--- src/rtl/tone_decoder_if.sv ---
// Signal bundle between a square-wave source and the tone decoder.
// The source drives tone_in (master); the decoder drives the results (slave).
interface tone_decoder_if #(
    parameter int CNT_W = 17
);
    logic             tone_in;
    logic             period_strobe;
    logic [CNT_W-1:0] period;
    logic             note_valid;
    logic [2:0]       note_idx;
    logic [7:0]       note_onehot;

    modport master (
        output tone_in,
        input  period_strobe, period, note_valid, note_idx, note_onehot
    );

    modport slave (
        input  tone_in,
        output period_strobe, period, note_valid, note_idx, note_onehot
    );
endinterface

--- src/rtl/tone_decoder.sv ---
// Square-wave tone decoder: measures the period between rising edges of a
// 1-bit audio input, classifies it against the eight C-major scale notes and
// reports a note once LOCK_COUNT consecutive periods agree.
module tone_decoder #(
    parameter int PITCH_0    = 15289,
    parameter int PITCH_1    = 13621,
    parameter int PITCH_2    = 12135,
    parameter int PITCH_3    = 11454,
    parameter int PITCH_4    = 10204,
    parameter int PITCH_5    = 9091,
    parameter int PITCH_6    = 8099,
    parameter int PITCH_7    = 7645,
    parameter int TOL        = 64,
    parameter int LOCK_COUNT = 4,
    parameter int TIMEOUT    = 65535,
    parameter int CNT_W      = 17
) (
    input  logic           clk,
    input  logic           reset,
    tone_decoder_if.slave  bus
);

    typedef enum logic [1:0] {IDLE, ARMED, LOCKED} state_t;

    localparam logic [CNT_W:0] TOL_X = (CNT_W+1)'(TOL);

    // Expected full period of note n, widened by one bit so the tolerance
    // window arithmetic cannot wrap.
    function automatic logic [CNT_W:0] exp_period(input int n);
        case (n)
            0:       return (CNT_W+1)'(2 * PITCH_0);
            1:       return (CNT_W+1)'(2 * PITCH_1);
            2:       return (CNT_W+1)'(2 * PITCH_2);
            3:       return (CNT_W+1)'(2 * PITCH_3);
            4:       return (CNT_W+1)'(2 * PITCH_4);
            5:       return (CNT_W+1)'(2 * PITCH_5);
            6:       return (CNT_W+1)'(2 * PITCH_6);
            default: return (CNT_W+1)'(2 * PITCH_7);
        endcase
    endfunction

    state_t           state_q;
    logic             sync1_q, sync2_q, prev_q;
    logic [CNT_W-1:0] cnt_q;
    logic [CNT_W-1:0] period_q;
    logic             strobe_q;
    logic [3:0]       match_cnt_q;
    logic [2:0]       candidate_q;
    logic             valid_q;
    logic [2:0]       idx_q;
    logic [7:0]       onehot_q;

    logic             edge_det;
    logic             at_timeout;
    logic             hit;
    logic [2:0]       hit_idx;
    logic [3:0]       match_inc;

    assign edge_det   = sync2_q & ~prev_q;
    assign at_timeout = (cnt_q == CNT_W'(TIMEOUT));

    // Classify the running count against every note window; lowest index wins.
    always_comb begin
        logic [CNT_W:0] cnt_x;
        // NOTE: every combinational output gets a default first so no path
        // leaves it unassigned, which would otherwise infer a latch.
        hit     = 1'b0;
        hit_idx = 3'd0;
        cnt_x   = {1'b0, cnt_q};
        for (int n = 7; n >= 0; n--) begin
            if ((cnt_x + TOL_X >= exp_period(n)) && (cnt_x <= exp_period(n) + TOL_X)) begin
                hit     = 1'b1;
                hit_idx = 3'(n);
            end
        end
    end

    // Next match count for a hit: extend the streak of the same candidate
    // (saturating at 15) or start a new streak at 1.
    always_comb begin
        match_inc = 4'd1;
        if (hit_idx == candidate_q)
            match_inc = (match_cnt_q == 4'd15) ? 4'd15 : match_cnt_q + 4'd1;
    end

    // Input synchronizer, period counter and note-lock FSM with registered outputs.
    always_ff @(posedge clk) begin
        if (reset) begin
            state_q     <= IDLE;
            sync1_q     <= 1'b0;
            sync2_q     <= 1'b0;
            prev_q      <= 1'b0;
            cnt_q       <= '0;
            period_q    <= '0;
            strobe_q    <= 1'b0;
            match_cnt_q <= 4'd0;
            candidate_q <= 3'd0;
            valid_q     <= 1'b0;
            idx_q       <= 3'd0;
            onehot_q    <= 8'd0;
        end else begin
            // NOTE: non-blocking assignments here so every flop samples the
            // pre-edge value of the others, e.g. sync2_q takes the old sync1_q.
            sync1_q  <= bus.tone_in;
            sync2_q  <= sync1_q;
            prev_q   <= sync2_q;
            cnt_q    <= edge_det ? CNT_W'(1) : (at_timeout ? cnt_q : cnt_q + 1'b1);
            strobe_q <= 1'b0;

            case (state_q)
                IDLE: begin
                    if (edge_det)
                        state_q <= ARMED;
                end
                ARMED, LOCKED: begin
                    if (edge_det) begin
                        period_q <= cnt_q;
                        strobe_q <= 1'b1;
                        if (!hit) begin
                            match_cnt_q <= 4'd0;
                            valid_q     <= 1'b0;
                            onehot_q    <= 8'd0;
                            state_q     <= ARMED;
                        end else if (!(state_q == LOCKED && hit_idx == idx_q)) begin
                            candidate_q <= hit_idx;
                            match_cnt_q <= match_inc;
                            if (match_inc >= 4'(LOCK_COUNT)) begin
                                state_q  <= LOCKED;
                                valid_q  <= 1'b1;
                                idx_q    <= hit_idx;
                                onehot_q <= 8'd1 << hit_idx;
                            end
                        end
                    end else if (at_timeout) begin
                        match_cnt_q <= 4'd0;
                        valid_q     <= 1'b0;
                        onehot_q    <= 8'd0;
                        state_q     <= IDLE;
                    end
                end
                default: state_q <= IDLE;
            endcase
        end
    end

    assign bus.period_strobe = strobe_q;
    assign bus.period        = period_q;
    assign bus.note_valid    = valid_q;
    assign bus.note_idx      = idx_q;
    assign bus.note_onehot   = onehot_q;

endmodule

--- src/flat_wrapper.sv ---
// flat-port wrapper written by rule: the top's interface ports become plain ports
module tone_decoder_flat 
#(
    parameter int PITCH_0    = 15289,
    parameter int PITCH_1    = 13621,
    parameter int PITCH_2    = 12135,
    parameter int PITCH_3    = 11454,
    parameter int PITCH_4    = 10204,
    parameter int PITCH_5    = 9091,
    parameter int PITCH_6    = 8099,
    parameter int PITCH_7    = 7645,
    parameter int TOL        = 64,
    parameter int LOCK_COUNT = 4,
    parameter int TIMEOUT    = 65535,
    parameter int CNT_W      = 17
)
  (clk, reset, bus_tone_in, bus_period_strobe, bus_period, bus_note_valid, bus_note_idx, bus_note_onehot);
  tone_decoder_if #(.CNT_W(CNT_W)) bus_i ();
  input  logic clk;
  input  logic reset;
  input wire logic [$bits(bus_i.tone_in)-1:0] bus_tone_in;
  output wire logic [$bits(bus_i.period_strobe)-1:0] bus_period_strobe;
  output wire logic [$bits(bus_i.period)-1:0] bus_period;
  output wire logic [$bits(bus_i.note_valid)-1:0] bus_note_valid;
  output wire logic [$bits(bus_i.note_idx)-1:0] bus_note_idx;
  output wire logic [$bits(bus_i.note_onehot)-1:0] bus_note_onehot;
  assign bus_i.tone_in = bus_tone_in;
  assign bus_period_strobe = bus_i.period_strobe;
  assign bus_period = bus_i.period;
  assign bus_note_valid = bus_i.note_valid;
  assign bus_note_idx = bus_i.note_idx;
  assign bus_note_onehot = bus_i.note_onehot;
  tone_decoder #(.PITCH_0(PITCH_0), .PITCH_1(PITCH_1), .PITCH_2(PITCH_2), .PITCH_3(PITCH_3), .PITCH_4(PITCH_4), .PITCH_5(PITCH_5), .PITCH_6(PITCH_6), .PITCH_7(PITCH_7), .TOL(TOL), .LOCK_COUNT(LOCK_COUNT), .TIMEOUT(TIMEOUT), .CNT_W(CNT_W)) u_core (.clk(clk), .reset(reset), .bus(bus_i));
endmodule
--- config.mk ---
export PLATFORM = sky130hd
export DESIGN_NAME = tone_decoder_flat
export DESIGN_NICKNAME = d
export VERILOG_FILES = /design/src/rtl/tone_decoder_if.sv /design/src/rtl/tone_decoder.sv /design/src/flat_wrapper.sv
export SDC_FILE = /design/constraint.sdc
export NUM_CORES = 1
export LEC_CHECK = 0
export CORE_ASPECT_RATIO = 1.1
export CORE_UTILIZATION = 40
export CTS_CLUSTER_DIAMETER = 120
export DETAILED_ROUTE_END_ITERATION = 10
export HOLD_SLACK_MARGIN = 0.08
export PLACE_DENSITY_LB_ADDON = 0.25
export SYNTH_ARGS = -nofsm -noshare
export SYNTH_HDL_FRONTEND = slang
export SYNTH_SLANG_ARGS = --single-unit
--- constraint.sdc ---
create_clock -name clk -period 8.35 [get_ports clk]
set_input_delay 1.2525 -clock clk [delete_from_list [all_inputs] [get_ports clk]]
set_output_delay 1.2525 -clock clk [all_outputs]
set_load 0.02 [all_outputs]
After elaboration in Yosys (flattened, before gate mapping)
Index checks and enable logic that the tools add are counted.
- output and inout port bits: 30
- register bits: 59
- input bits: 3
- logic and storage cells: 113
- $add $sub $neg: 3
- reduce and logical (&&, ||, !) cells: 20
- shift-type cells: 1
- equal/unequal tests: 13
- muxes and demuxes: 42
- $lt $le $gt $ge: 17
- bitwise gates (word level): 4
- operators with widths (operator ; count):
    greater-or-equal comparator 18 x 15 -> 1 bit (second input constant) ; 6
    less-or-equal comparator 17 x 15 -> 1 bit (second input constant) ; 6
    2-to-1 mux 8 bit ; 5
    greater-or-equal comparator 18 x 14 -> 1 bit (second input constant) ; 2
    less-or-equal comparator 17 x 14 -> 1 bit (second input constant) ; 2
    2-to-1 mux 3 bit ; 8
    2-to-1 mux 4 bit ; 6
    adder 17 x 7 -> 18 bit (second input constant) ; 1
    adder 17 x 1 -> 17 bit (second input constant) ; 1
    == test 17 x 16 -> 1 bit (second input constant) ; 1
    2-to-1 mux 1 bit ; 16
    2-to-1 mux 2 bit ; 6
    AND reduction 4 bit ; 3
    logical AND 1 bit ; 9
    != test 4 bit (second input constant) ; 2
    left shift 1 x 3 -> 8 bit (first input constant) ; 1
    == test 3 bit ; 2
    != test 3 bit (second input constant) ; 2
    OR reduction 2 bit ; 3
    AND reduction 5 bit ; 1
    adder 4 x 1 -> 4 bit (second input constant) ; 1
    == test 4 bit (second input constant) ; 1
    greater-or-equal comparator 4 x 3 -> 1 bit (second input constant) ; 1
    != test 2 x 1 -> 1 bit (second input constant) ; 2
    other kinds (10) ; 12

Longest topological paths before layout
Gate-level depths: netlist (run 1).
- depth in word-level cells: 19
- gate-level depth with buffers: 15
- depth with buffers taken out: 13

Least setup slack after synthesis (run 1)
No wires, ideal clock.
- kind: reg-to-reg
- start point: register u_core.cnt_q[6]
- end point: register u_core.onehot_q[7] (netlist: u_core.bus.note_onehot[7])
- data required time: 8275 ps
- data arrival time: 3901 ps
- library setup time: 75 ps
- buffers on the path: 3
- period minus slack after synthesis: 3975 ps
- setup slack: 4375 ps
- cell stages (with the launch flop): 16
- cells stage by stage: dfxtp_1 > buf_2 > buf_2 > inv_1 > ha_1 > nand2b_1 > a2111o_1 > a211o_1 > and2_1 > buf_2 > nor4_1 > a311oi_1 > a211o_1 > a2111o_1 > or4_1 > o21ai_0
- word-level cells in the longest chain between the ends: 16
- elaborated cells between the ends (all ways): 56
- classes of those cells: 1 x add/sub; 17 x order compare; 5 x eq/ne; 1 x shift; 21 x mux; 11 x reduce/logical
- RTL lines (item ; line ; text):
    start: declaration ; tone_decoder.sv:44 ; logic [CNT_W-1:0] cnt_q;
    start signal: assignment ; tone_decoder.sv:107 ; cnt_q <= edge_det ? CNT_W'(1) : (at_timeout ? cnt_q : cnt_q + 1'b1);
    adder 17 x 7 -> 18 bit ; tone_decoder.sv:71 ; if ((cnt_x + TOL_X >= exp_period(n)) && (cnt_x <= exp_period(n) + TOL_X)) begin
    greater-or-equal comparator 18 x 14 -> 1 bit ; tone_decoder.sv:71 ;
    logical AND 1 bit ; tone_decoder.sv:71 ;
    2-to-1 mux 3 bit (8 in a row) ; tone_decoder.sv:71 ;
    == test 3 bit / left shift 1 x 3 -> 8 bit (equally long branches) ; tone_decoder.sv:82, tone_decoder.sv:131 ;
    2-to-1 mux 4 bit / 2-to-1 mux 8 bit (equally long branches) ; tone_decoder.sv:82, tone_decoder.sv:127 ;
    greater-or-equal comparator 4 x 3 -> 1 bit / 2-to-1 mux 8 bit (equally long branches) ; tone_decoder.sv:127, tone_decoder.sv:124 ;
    != test 3 bit (no source line) / 2-to-1 mux 8 bit (equally long branches) ; n/a ;
    AND reduction 4 bit (no source line) / 2-to-1 mux 8 bit (equally long branches) ; n/a ;
    end signal: assignment ; tone_decoder.sv:131 ; onehot_q <= 8'd1 << hit_idx;
    end: declaration ; tone_decoder.sv:51 ; logic [7:0] onehot_q;
Parallel ways exist; a longest one is shown, timed or not. The select of a mux whose other input is x is not followed.
A chain may end at the register's enable or synchronous reset.

Final worst setup path (run 1)
- start point: register u_core.cnt_q[6]
- end point: register u_core.onehot_q[2] (netlist: u_core.bus.note_onehot[2])
Same word-level chain as after synthesis.

==> run summary, run 1 <==
Static Leak - 1.59 nW
Gate power share - 3.9%
estimated wirelength of the detail-placed design - 8610 µm
most frequent standard cell in the layout excluding fill and tap cells - sky130_fd_sc_hd__nand2_1
Setup TNS Final - 0 ns
TritonRoute pass-1 iters - 5
top-level port count - 33
DR vias - 4160
synthesized area per cell - 7.68 µm²
cells on worst reg2reg path - 12
ordered list of cells on the worst path - ha_1, nand3_1, o21ai_1, a22oi_1, a311oi_1, o32a_1, nand2_1, o21ai_0, a221oi_4, a32oi_1, a21boi_1, o32ai_1
H-Tree Depth - 3
share of the synthesized netlist area taken by xor and xnor gates - 3.34%
cell-internal power - 0.500 mW
Yosys Warn Count - 0
slew at the pin with the worst max-slew slack - 0.977 ns
worst vdd rail ir drop - 0.126 mV
least setup slack across all paths after layout - 3.20 ns
hold violation total from the final report - 0
starting density of the core - 41.8%
proportion of layout cells with a drive suffix above 1 - 6.62%
hold endpoint - u_core.bus.note_onehot[4]
number of buffers inserted during clock tree synthesis - 9
total of max-cap violations - 0
quantity of hold-fixing buffers added after cts - 0
sequential fraction of the synthesis area - 28.2%
critical register-to-register path endpoint - u_core.bus.note_onehot[2]
Buf+Inv Stages, Crit Path - 0
die height - 109 µm
fin crit share - 61.7%
Num Clock Sinks - 59
area added between synthesis and finish - 13.7%
count of nets left with antenna violations after detail routing - 0
mux contribution to synthesized area - 2.00%
Unique masters post-synth - 81
number of antenna diodes - 0
Worst Min Path Start - u_core.bus.note_onehot[4]
worst slack at placement - 3.36 ns
CTS clk-pin slew, worst paths - 0.08 ns
Syn Std Cell Area - 4200 µm²
Net Switching - 0.147 mW
total wire length after detailed routing - 11900 µm
number of remaining DRC errors - 0
commonest cells after routing, fill and taps aside - sky130_fd_sc_hd__nand2_1, sky130_fd_sc_hd__dfxtp_1, sky130_fd_sc_hd__a21oi_1
post-cts gate resize count - 0
Worst setup EP type - register
core box area - 10000 µm²
cells after synthesis - 546
part of the total power dissipated in sequential elements - 44.8%
first-pass GRT wire length - 19600 µm
die area - 10900 µm²
data arrival time of the critical path - 5.34 ns
slowest stage cell, crit path - sky130_fd_sc_hd__dfxtp_1
required time of the worst setup path - 8.54 ns
number of enable-type register cells in the synthesized netlist - 0
number of setup buffers added after CTS - 0
share of flip-flops with an asynchronous set or reset - 0%
clock latency on the worst-skew pair - 0.34 ns
RSZ-0062 raised after global routing - no
Routability Congestion - 0.971
Max Transition Viols Final - 0
type of the tightest min-delay check - register to register
number of port buffers - 32
share of the synthesized area in compound gates (AO/OA/AOI/OAI) - 26.4%
CTS tree - done
via count of the first global-routing pass - 3865
post-synthesis share of cell area spent on full adders, half adders and majority gates - 3.88%
main combinational cell family by area after synthesis - simple AND/OR/NAND/NOR gates
family of cells with the greatest summed delay on the critical path - compound AO/OA/AOI/OAI gates
number of synthesized register bits - 59
number of DRC markers in iteration 0 - 362
pwr dens - 136 nW/µm²
Clock Path Buffers - 2
launching element type of the critical path - register
Min-Delay Path Depth - 2
start-to-end type of the worst setup path - register to register
proportion of total power due to net switching - 22.7%
status - complete, no violations
overall track demand over capacity in global routing - 22.7%
Remaining Overflow, GRT - 0
root cell of the clock tree - sky130_fd_sc_hd__clkbuf_8
peak per-stage delay on the critical path - 0.91 ns
setup slack of the worst register-to-register path - 3.20 ns
Synth Area in Simple Gates - 29.9%
count of standard-cell rows - 38
maximum number of pins on one net before global-route repair - 28
Synth Net Count - 562
Via-to-Cell Ratio - 5.95
ys flop type - sky130_fd_sc_hd__dfxtp_1
post-route minimum period - 5.15 ns
clock share of power - 51.3%
biggest fanout along the worst timing path - 27
wire per inst - 17.0 µm
final setup skew - 0.0163 ns
worst rel slew slack - 34.8%
die boundary width - 99.6 µm
origin of the critical flop-to-flop path - u_core.cnt_q[6]
Setup violations, final - 0
highest clock rate - 194 MHz
number of antenna violations at the first check in global routing - 0
Nets - 570
## cells in the mapped netlist, types with 4 or more instances
master,number,area (µm²)
sky130_fd_sc_hd__nand2_1,68,255
sky130_fd_sc_hd__dfxtp_1,59,1180
sky130_fd_sc_hd__a21oi_1,50,250
sky130_fd_sc_hd__nor2_1,45,169
sky130_fd_sc_hd__o21ai_0,25,125
sky130_fd_sc_hd__inv_1,23,86.3
sky130_fd_sc_hd__nand3_1,19,95.1
sky130_fd_sc_hd__buf_2,14,70.1
sky130_fd_sc_hd__clkbuf_1,14,52.6
sky130_fd_sc_hd__ha_1,13,163
sky130_fd_sc_hd__nor2b_1,12,75.1
sky130_fd_sc_hd__or3_1,12,75.1
sky130_fd_sc_hd__nor3_1,11,55.1
sky130_fd_sc_hd__xnor2_1,10,87.6
sky130_fd_sc_hd__nand4_1,8,50.1
sky130_fd_sc_hd__and2_1,7,43.8
sky130_fd_sc_hd__buf_4,7,52.6
sky130_fd_sc_hd__mux2i_1,7,70.1
sky130_fd_sc_hd__nand2b_1,7,43.8
sky130_fd_sc_hd__nand3b_1,6,45.0
sky130_fd_sc_hd__xor2_1,6,52.6
sky130_fd_sc_hd__and4_1,5,43.8
sky130_fd_sc_hd__nand4b_1,5,43.8
sky130_fd_sc_hd__nor4_1,5,31.3
sky130_fd_sc_hd__o32ai_1,5,43.8
sky130_fd_sc_hd__a211o_1,4,35.0
sky130_fd_sc_hd__a22oi_1,4,30.0
sky130_fd_sc_hd__a31oi_1,4,25.0
sky130_fd_sc_hd__o211ai_1,4,30.0
sky130_fd_sc_hd__o21bai_1,4,30.0
sky130_fd_sc_hd__o22ai_1,4,25.0
## power groups by stage
stage          combinational [mW]  sequential, mW  clock (mW)
6_report                   0.0252           0.289       0.332
5_1_grt                    0.0282           0.290       0.348
4_1_cts                    0.0250           0.289       0.337
3_5_place_dp               0.0248           0.296           0
3_3_place_gp               0.0242           0.296           0
2_1_floorplan              0.0209           0.292           0
## metrics by stage
step	instances	instance area (µm²)	power, mW	util (%)	hold WS [ns]
detailed placement	683	4520	0.320	45.0	0.442
global placement	683	4520	0.320	45.0	0.434
CTS	699	4770	0.651	47.5	0.450
finish	699	4770	0.647	47.5	0.443
floorplan	546	4200	0.313	-	0.414
global route	699	4770	0.666	47.5	0.458
## flip-flops by register name, indices dropped and copies added, names as in the netlist
name                      cells
u_core.cnt_q                 17
u_core.bus.note_valid         1
u_core.bus.note_onehot        8
u_core.sync1_q                1
u_core.state_q                2
u_core.bus.period            17
u_core.bus.period_strobe      1
u_core.prev_q                 1
u_core.sync2_q                1
u_core.bus.note_idx           3
u_core.candidate_q            3
u_core.match_cnt_q            4
## worst max path at each step
stage / from / to / slack [ns] / cells past startpoint
6_report: u_core.cnt_q[6] / u_core.bus.note_onehot[2] / 3.20 / 12
4_1_cts: u_core.cnt_q[6] / u_core.bus.note_onehot[2] / 3.31 / 12
5_1_grt: u_core.cnt_q[6] / u_core.bus.note_onehot[3] / 2.59 / 12
3_5_place_dp: u_core.cnt_q[6] / u_core.bus.note_onehot[2] / 3.36 / 12
3_3_place_gp: u_core.cnt_q[6] / u_core.bus.note_onehot[2] / 3.56 / 12
2_1_floorplan: u_core.cnt_q[6] / u_core.bus.note_onehot[7] / 4.37 / 15
## layer usage
layer	vias to the layer above	part of all wire, %	track usage, %
met5	-	0	0
met4	0	4.4	12.1
met3	37	5.4	4.13
met2	148	45	35.6
met1	1960	45	29.8
li1	2015	-	-
## final cells by class
cell class	instances	area, µm²
inverters	23	86.3
well taps	140	175
clock inverters	6	113
fillers	985	5260
repair buffers	33	328
flip-flops and latches	59	1180
multi-input cells	428	2750
clock buffers	10	138
## worst min-delay path, stage by stage, from the launching register on
cell                        delay (ns)
sky130_fd_sc_hd__dfxtp_1          0.31
sky130_fd_sc_hd__inv_1            0.04
sky130_fd_sc_hd__o2bb2ai_1        0.05
## cell families after synthesis
family	after synthesis
simple gates	234
compound gates	157
buf+inv	59
flops	59
xor+xnor	16
fa+ha+maj	13
mux	8
No activity file was read; power rests on OpenSTA's default activity.
==> run 2, diff against run 1 <==
==> constraint.sdc (replaced) <==
create_clock -name clk -period 4.6 [get_ports clk]
set_input_delay 0.69 -clock clk [delete_from_list [all_inputs] [get_ports clk]]
set_output_delay 0.69 -clock clk [all_outputs]
set_load 0.02 [all_outputs]
==> run summary, run 2 (same netlist as run 1, synthesis figures left out) <==
hold endpoint - u_core.sync2_q
critical register-to-register path endpoint - u_core.bus.note_onehot[2]
ordered list of cells on the worst path - nor2b_1, nor4b_1, a21oi_1, a31oi_1, o32ai_1, a2111oi_2, a311oi_1, a211o_1, a2111o_1, or2_0, o32ai_1
final setup skew - 0.00887 ns
proportion of layout cells with a drive suffix above 1 - 9.91%
Via-to-Cell Ratio - 5.87
fin crit share - 90.1%
wire per inst - 16.8 µm
core box area - 10000 µm²
origin of the critical flop-to-flop path - u_core.cnt_q[9]
total of max-cap violations - 0
via count of the first global-routing pass - 3922
required time of the worst setup path - 4.85 ns
die boundary width - 99.6 µm
Min-Delay Path Depth - 1
post-cts gate resize count - 0
H-Tree Depth - 3
status - complete, no violations
pwr dens - 220 nW/µm²
RSZ-0062 raised after global routing - no
cells on worst reg2reg path - 11
number of remaining DRC errors - 0
detailed route wirelength on metal3 - 624 µm
least setup slack across all paths after layout - 0.456 ns
Num Clock Sinks - 59
Static Leak - 1.66 nW
number of buffers inserted during clock tree synthesis - 9
total wire length after detailed routing - 12000 µm
root cell of the clock tree - sky130_fd_sc_hd__clkbuf_8
die area - 10900 µm²
count of standard-cell rows - 38
CTS clk-pin slew, worst paths - 0.07 ns
estimated wirelength of the detail-placed design - 8960 µm
Final Power - 1.07 mW
die height - 109 µm
CTS tree - done
highest metal layer used by the detailed router - met4
Routability Congestion - 0.884
Remaining Overflow, GRT - 0
slowest stage cell, crit path - sky130_fd_sc_hd__a2111o_1
biggest fanout along the worst timing path - 10
hold violation total from the final report - 0
number of antenna diodes - 0
peak per-stage delay on the critical path - 0.51 ns
Clock Path Buffers - 2
clock latency on the worst-skew pair - 0.34 ns
DR vias - 4198
worst rel slew slack - 51.6%
type of the tightest min-delay check - register to register
count of nets left with antenna violations after detail routing - 0
number of antenna violations at the first check in global routing - 0
starting density of the core - 41.8%
area added between synthesis and finish - 16.0%
most frequent standard cell in the layout excluding fill and tap cells - sky130_fd_sc_hd__nand2_1
Worst Min Path Start - u_core.sync1_q
Setup TNS Final - 0 ns
Buf+Inv Stages, Crit Path - 0
number of setup buffers added after CTS - 0
highest clock rate - 241 MHz
routed length on met1 - 5620 µm
number of port buffers - 32
top-level port count - 33
number of DRC markers in iteration 0 - 257
TritonRoute pass-1 iters - 5
Setup violations, final - 0
Nets - 586
commonest cells after routing, fill and taps aside - sky130_fd_sc_hd__nand2_1, sky130_fd_sc_hd__dfxtp_1, sky130_fd_sc_hd__a21oi_1
launching element type of the critical path - register
post-route minimum period - 4.14 ns
family of cells with the greatest summed delay on the critical path - compound AO/OA/AOI/OAI gates
most frequent cell on the critical path - sky130_fd_sc_hd__o32ai_1
slew at the pin with the worst max-slew slack - 0.708 ns
data arrival time of the critical path - 4.39 ns
overall track demand over capacity in global routing - 23.1%
worst vdd rail ir drop - 0.217 mV
Worst setup EP type - register
worst slack at placement - 0.394 ns
start-to-end type of the worst setup path - register to register
first-pass GRT wire length - 19800 µm
WL met2 - 5320 µm
quantity of hold-fixing buffers added after cts - 0
maximum number of pins on one net before global-route repair - 36
setup slack of the worst register-to-register path - 0.46 ns
Max Transition Viols Final - 0
==> run 2: cell types whose count changed in the layout (fill, tap and decap cells not counted), sizes merged <==
cell and change:
buf +16, bufinv -2, clkbuf +2, clkinv -1, clkinvlp +1
==> run 2: through the flow <==
stage	cell area, µm²	cells	hold slack, ns	util, %
3_5_place_dp	4640	699	0.429	46.2
2_1_floorplan	4200	546	0.414	-
4_1_cts	4850	715	0.451	48.4
6_report	4870	715	0.444	48.5
3_3_place_gp	4640	699	0.416	46.2
5_1_grt	4870	715	0.462	48.5
==> run 2: cell type report <==
cell class                      instances  area, µm²
Clock buffer                           12        165
Sequential cell                        59       1180
Fill cell                            1007       5170
Timing Repair Buffer                   49        448
Inverter                               23       86.3
Tap cell                              140        175
Multi-Input combinational cell        428       2760
Clock inverter                          4       47.5
==> run 2: how the worst max path moves through the flow <==
stage	end	start	cells past startpoint
finish	u_core.bus.note_onehot[2]	u_core.cnt_q[9]	11
CTS	u_core.bus.note_onehot[2]	u_core.cnt_q[13]	11
detailed placement	u_core.bus.note_onehot[2]	u_core.cnt_q[13]	11
global route	u_core.match_cnt_q[2]	u_core.cnt_q[6]	13
floorplan	u_core.bus.note_onehot[7]	u_core.cnt_q[6]	15
global placement	u_core.bus.note_onehot[7]	u_core.cnt_q[13]	11
==> run 2: worst reg2reg max path, cell delays in order, from the launching register on <==
cell and delay [ns]:
sky130_fd_sc_hd__dfxtp_1 0.50, sky130_fd_sc_hd__nor2b_1 0.37, sky130_fd_sc_hd__nor4b_1 0.43, sky130_fd_sc_hd__a21oi_1 0.12, sky130_fd_sc_hd__a31oi_1 0.47, sky130_fd_sc_hd__o32ai_1 0.28
sky130_fd_sc_hd__a2111oi_2 0.39, sky130_fd_sc_hd__a311oi_1 0.13, sky130_fd_sc_hd__a211o_1 0.36, sky130_fd_sc_hd__a2111o_1 0.51, sky130_fd_sc_hd__or2_0 0.26, sky130_fd_sc_hd__o32ai_1 0.23
==> run 2: per-layer routing <==
layer	global-route usage (%)	vias to the layer above
met5	0	-
met4	13.4	0
met3	3.43	32
met2	35.2	145
met1	31.2	1974
li1	-	2047
==> run 2: where the power goes <==
| part | total, mW | switching (mW) | leakage (nW) | internal [mW] |
|---|---|---|---|---|
| Combinational | 0.0482 | 0.0293 | 1.07 | 0.0189 |
| Clock | 0.499 | 0.206 | 0.108 | 0.292 |
| Sequential | 0.525 | 0.00940 | 0.477 | 0.516 |
==> run 3, diff against run 2 <==
--- a/config.mk
+++ b/config.mk
@@ -6,11 +6,11 @@
 export NUM_CORES = 1
 export LEC_CHECK = 0
 export CORE_ASPECT_RATIO = 1.1
+export CORE_MARGIN = 2
 export CORE_UTILIZATION = 40
 export CTS_CLUSTER_DIAMETER = 120
 export DETAILED_ROUTE_END_ITERATION = 10
 export HOLD_SLACK_MARGIN = 0.08
-export PLACE_DENSITY_LB_ADDON = 0.25
 export SYNTH_ARGS = -nofsm -noshare
 export SYNTH_HDL_FRONTEND = slang
 export SYNTH_SLANG_ARGS = --single-unit
==> run summary, run 3 (same netlist as run 1, synthesis figures left out) <==
Static Leak - 1.68 nW
die area - 11300 µm²
quantity of hold-fixing buffers added after cts - 0
proportion of layout cells with a drive suffix above 1 - 9.06%
required time of the worst setup path - 4.83 ns
TritonRoute pass-1 iters - 5
Gate power share - 4.0%
post-route minimum period - 4.20 ns
wire per inst - 17.7 µm
proportion of total power due to net switching - 21.7%
Via-to-Cell Ratio - 5.87
post-cts gate resize count - 0
register cell area after layout - 1180 µm²
RSZ-0062 raised after global routing - no
hold violation total from the final report - 0
Setup violations, final - 0
Routability Congestion - 0.950
part of the total power dissipated in sequential elements - 44.6%
final setup skew - 0.00610 ns
filler cell count - 1037
worst vdd rail ir drop - 0.256 mV
die height - 111 µm
Setup TNS Final - 0 ns
CTS tree - done
start-to-end type of the worst setup path - register to register
clock share of power - 51.4%
estimated wirelength of the detail-placed design - 9440 µm
number of buffers inserted during clock tree synthesis - 9
least setup slack across all paths after layout - 0.402 ns
Max Transition Viols Final - 0
area of the multi-input gates - 2750 µm²
total of max-cap violations - 0
highest clock rate - 238 MHz
Final Power - 1.18 mW
number of port buffers - 32
top-level port count - 33
Remaining Overflow, GRT - 0
commonest cells after routing, fill and taps aside - sky130_fd_sc_hd__nand2_1, sky130_fd_sc_hd__dfxtp_1, sky130_fd_sc_hd__a21oi_1
pwr dens - 241 nW/µm²
starting density of the core - 40.7%
number of antenna diodes - 0
number of antenna violations at the first check in global routing - 0
via count of the first global-routing pass - 4002
core box area - 10300 µm²
most frequent standard cell in the layout excluding fill and tap cells - sky130_fd_sc_hd__nand2_1
biggest fanout along the worst timing path - 13
area added between synthesis and finish - 17.2%
count of non-filler cells in the finished layout - 717
data arrival time of the critical path - 4.43 ns
CTS clk-pin slew, worst paths - 0.05 ns
number of DRC markers in iteration 0 - 337
Clock Path Buffers - 2
slew at the pin with the worst max-slew slack - 0.705 ns
cell-internal power - 0.926 mW
core occupancy in the finished layout - 47.7%
launching element type of the critical path - register
DR vias - 4211
number of remaining DRC errors - 0
worst rel slew slack - 52.9%
Net Switching - 0.257 mW
type of the tightest min-delay check - register to register
worst slack at placement - 0.286 ns
first-pass GRT wire length - 20800 µm
H-Tree Depth - 3
Nets - 585
count of nets left with antenna violations after detail routing - 0
fin crit share - 91.3%
total wire length after detailed routing - 12700 µm
status - complete, no violations
count of standard-cell rows - 39
number of setup buffers added after CTS - 0
Num Clock Sinks - 59
root cell of the clock tree - sky130_fd_sc_hd__clkbuf_16
overall track demand over capacity in global routing - 23.3%
maximum number of pins on one net before global-route repair - 27
die boundary width - 102 µm
Placed Instances - 701
clock latency on the worst-skew pair - 0.33 ns
Worst setup EP type - register
==> run 3: cell types whose count changed in the layout (fill, tap and decap cells not counted), sizes merged <==
| cell | delta |
|---|---|
| clkbuf | +2 |
| buf | -1 |
| bufinv | -1 |
| clkinvlp | -1 |
==> run 3: worst max-delay path, cell delays in order (launching register included) <==
cell,delay (ns)
sky130_fd_sc_hd__dfxtp_1,0.60
sky130_fd_sc_hd__nand2_1,0.30
sky130_fd_sc_hd__nor3_2,0.32
sky130_fd_sc_hd__mux2i_2,0.46
sky130_fd_sc_hd__nor2_1,0.16
sky130_fd_sc_hd__a32oi_1,0.46
sky130_fd_sc_hd__nand3_1,0.19
sky130_fd_sc_hd__a21oi_1,0.32
sky130_fd_sc_hd__xnor2_1,0.27
sky130_fd_sc_hd__a2111o_1,0.54
sky130_fd_sc_hd__or2_0,0.26
sky130_fd_sc_hd__o32ai_1,0.22
==> run 3: final cells by class <==
class / instances / share of cell area (%)
timing repair buffer: 48 / 8.96
sequential: 59 / 24.1
tap: 143 / 3.64
multi-input combinational: 428 / 56.0
clock buffer: 14 / 5.37
inverter: 23 / 1.76
clock inverter: 2 / 0.204
==> run 3: per-stage QoR <==
step | cell area [µm²] | hold slack (ns)
2_1_floorplan | 4200 | 0.414
3_3_place_gp | 4640 | 0.423
3_5_place_dp | 4640 | 0.440
4_1_cts | 4910 | 0.447
5_1_grt | 4920 | 0.465
6_report | 4920 | 0.441
==> run 3: power by group through the flow <==
stage | logic [mW] | registers, mW | clock network, mW
6_report | 0.0470 | 0.528 | 0.608
5_1_grt | 0.0521 | 0.528 | 0.651
4_1_cts | 0.0466 | 0.528 | 0.623
3_5_place_dp | 0.0464 | 0.538 | 0
3_3_place_gp | 0.0453 | 0.538 | 0
2_1_floorplan | 0.0379 | 0.531 | 0
==> run 3: worst paths after layout <==
kind                          endpoint                 startpoint  slack [ns]  cells past startpoint
max reg2reg  u_core.bus.note_onehot[2]           u_core.cnt_q[14]        0.40                     11
min reg2reg  u_core.bus.note_onehot[4]  u_core.bus.note_onehot[4]        0.44                      2
max          u_core.bus.note_onehot[2]           u_core.cnt_q[14]        0.40                     11
min          u_core.bus.note_onehot[4]  u_core.bus.note_onehot[4]        0.44                      2
==> run 3: layer usage <==
layer,global-route usage (%),routed length (µm),up-vias
met2,35.1,5880,126
met5,0,0,-
met3,3.14,620,26
li1,-,-,2048
met1,32.8,5790,2011
met4,10.5,409,0
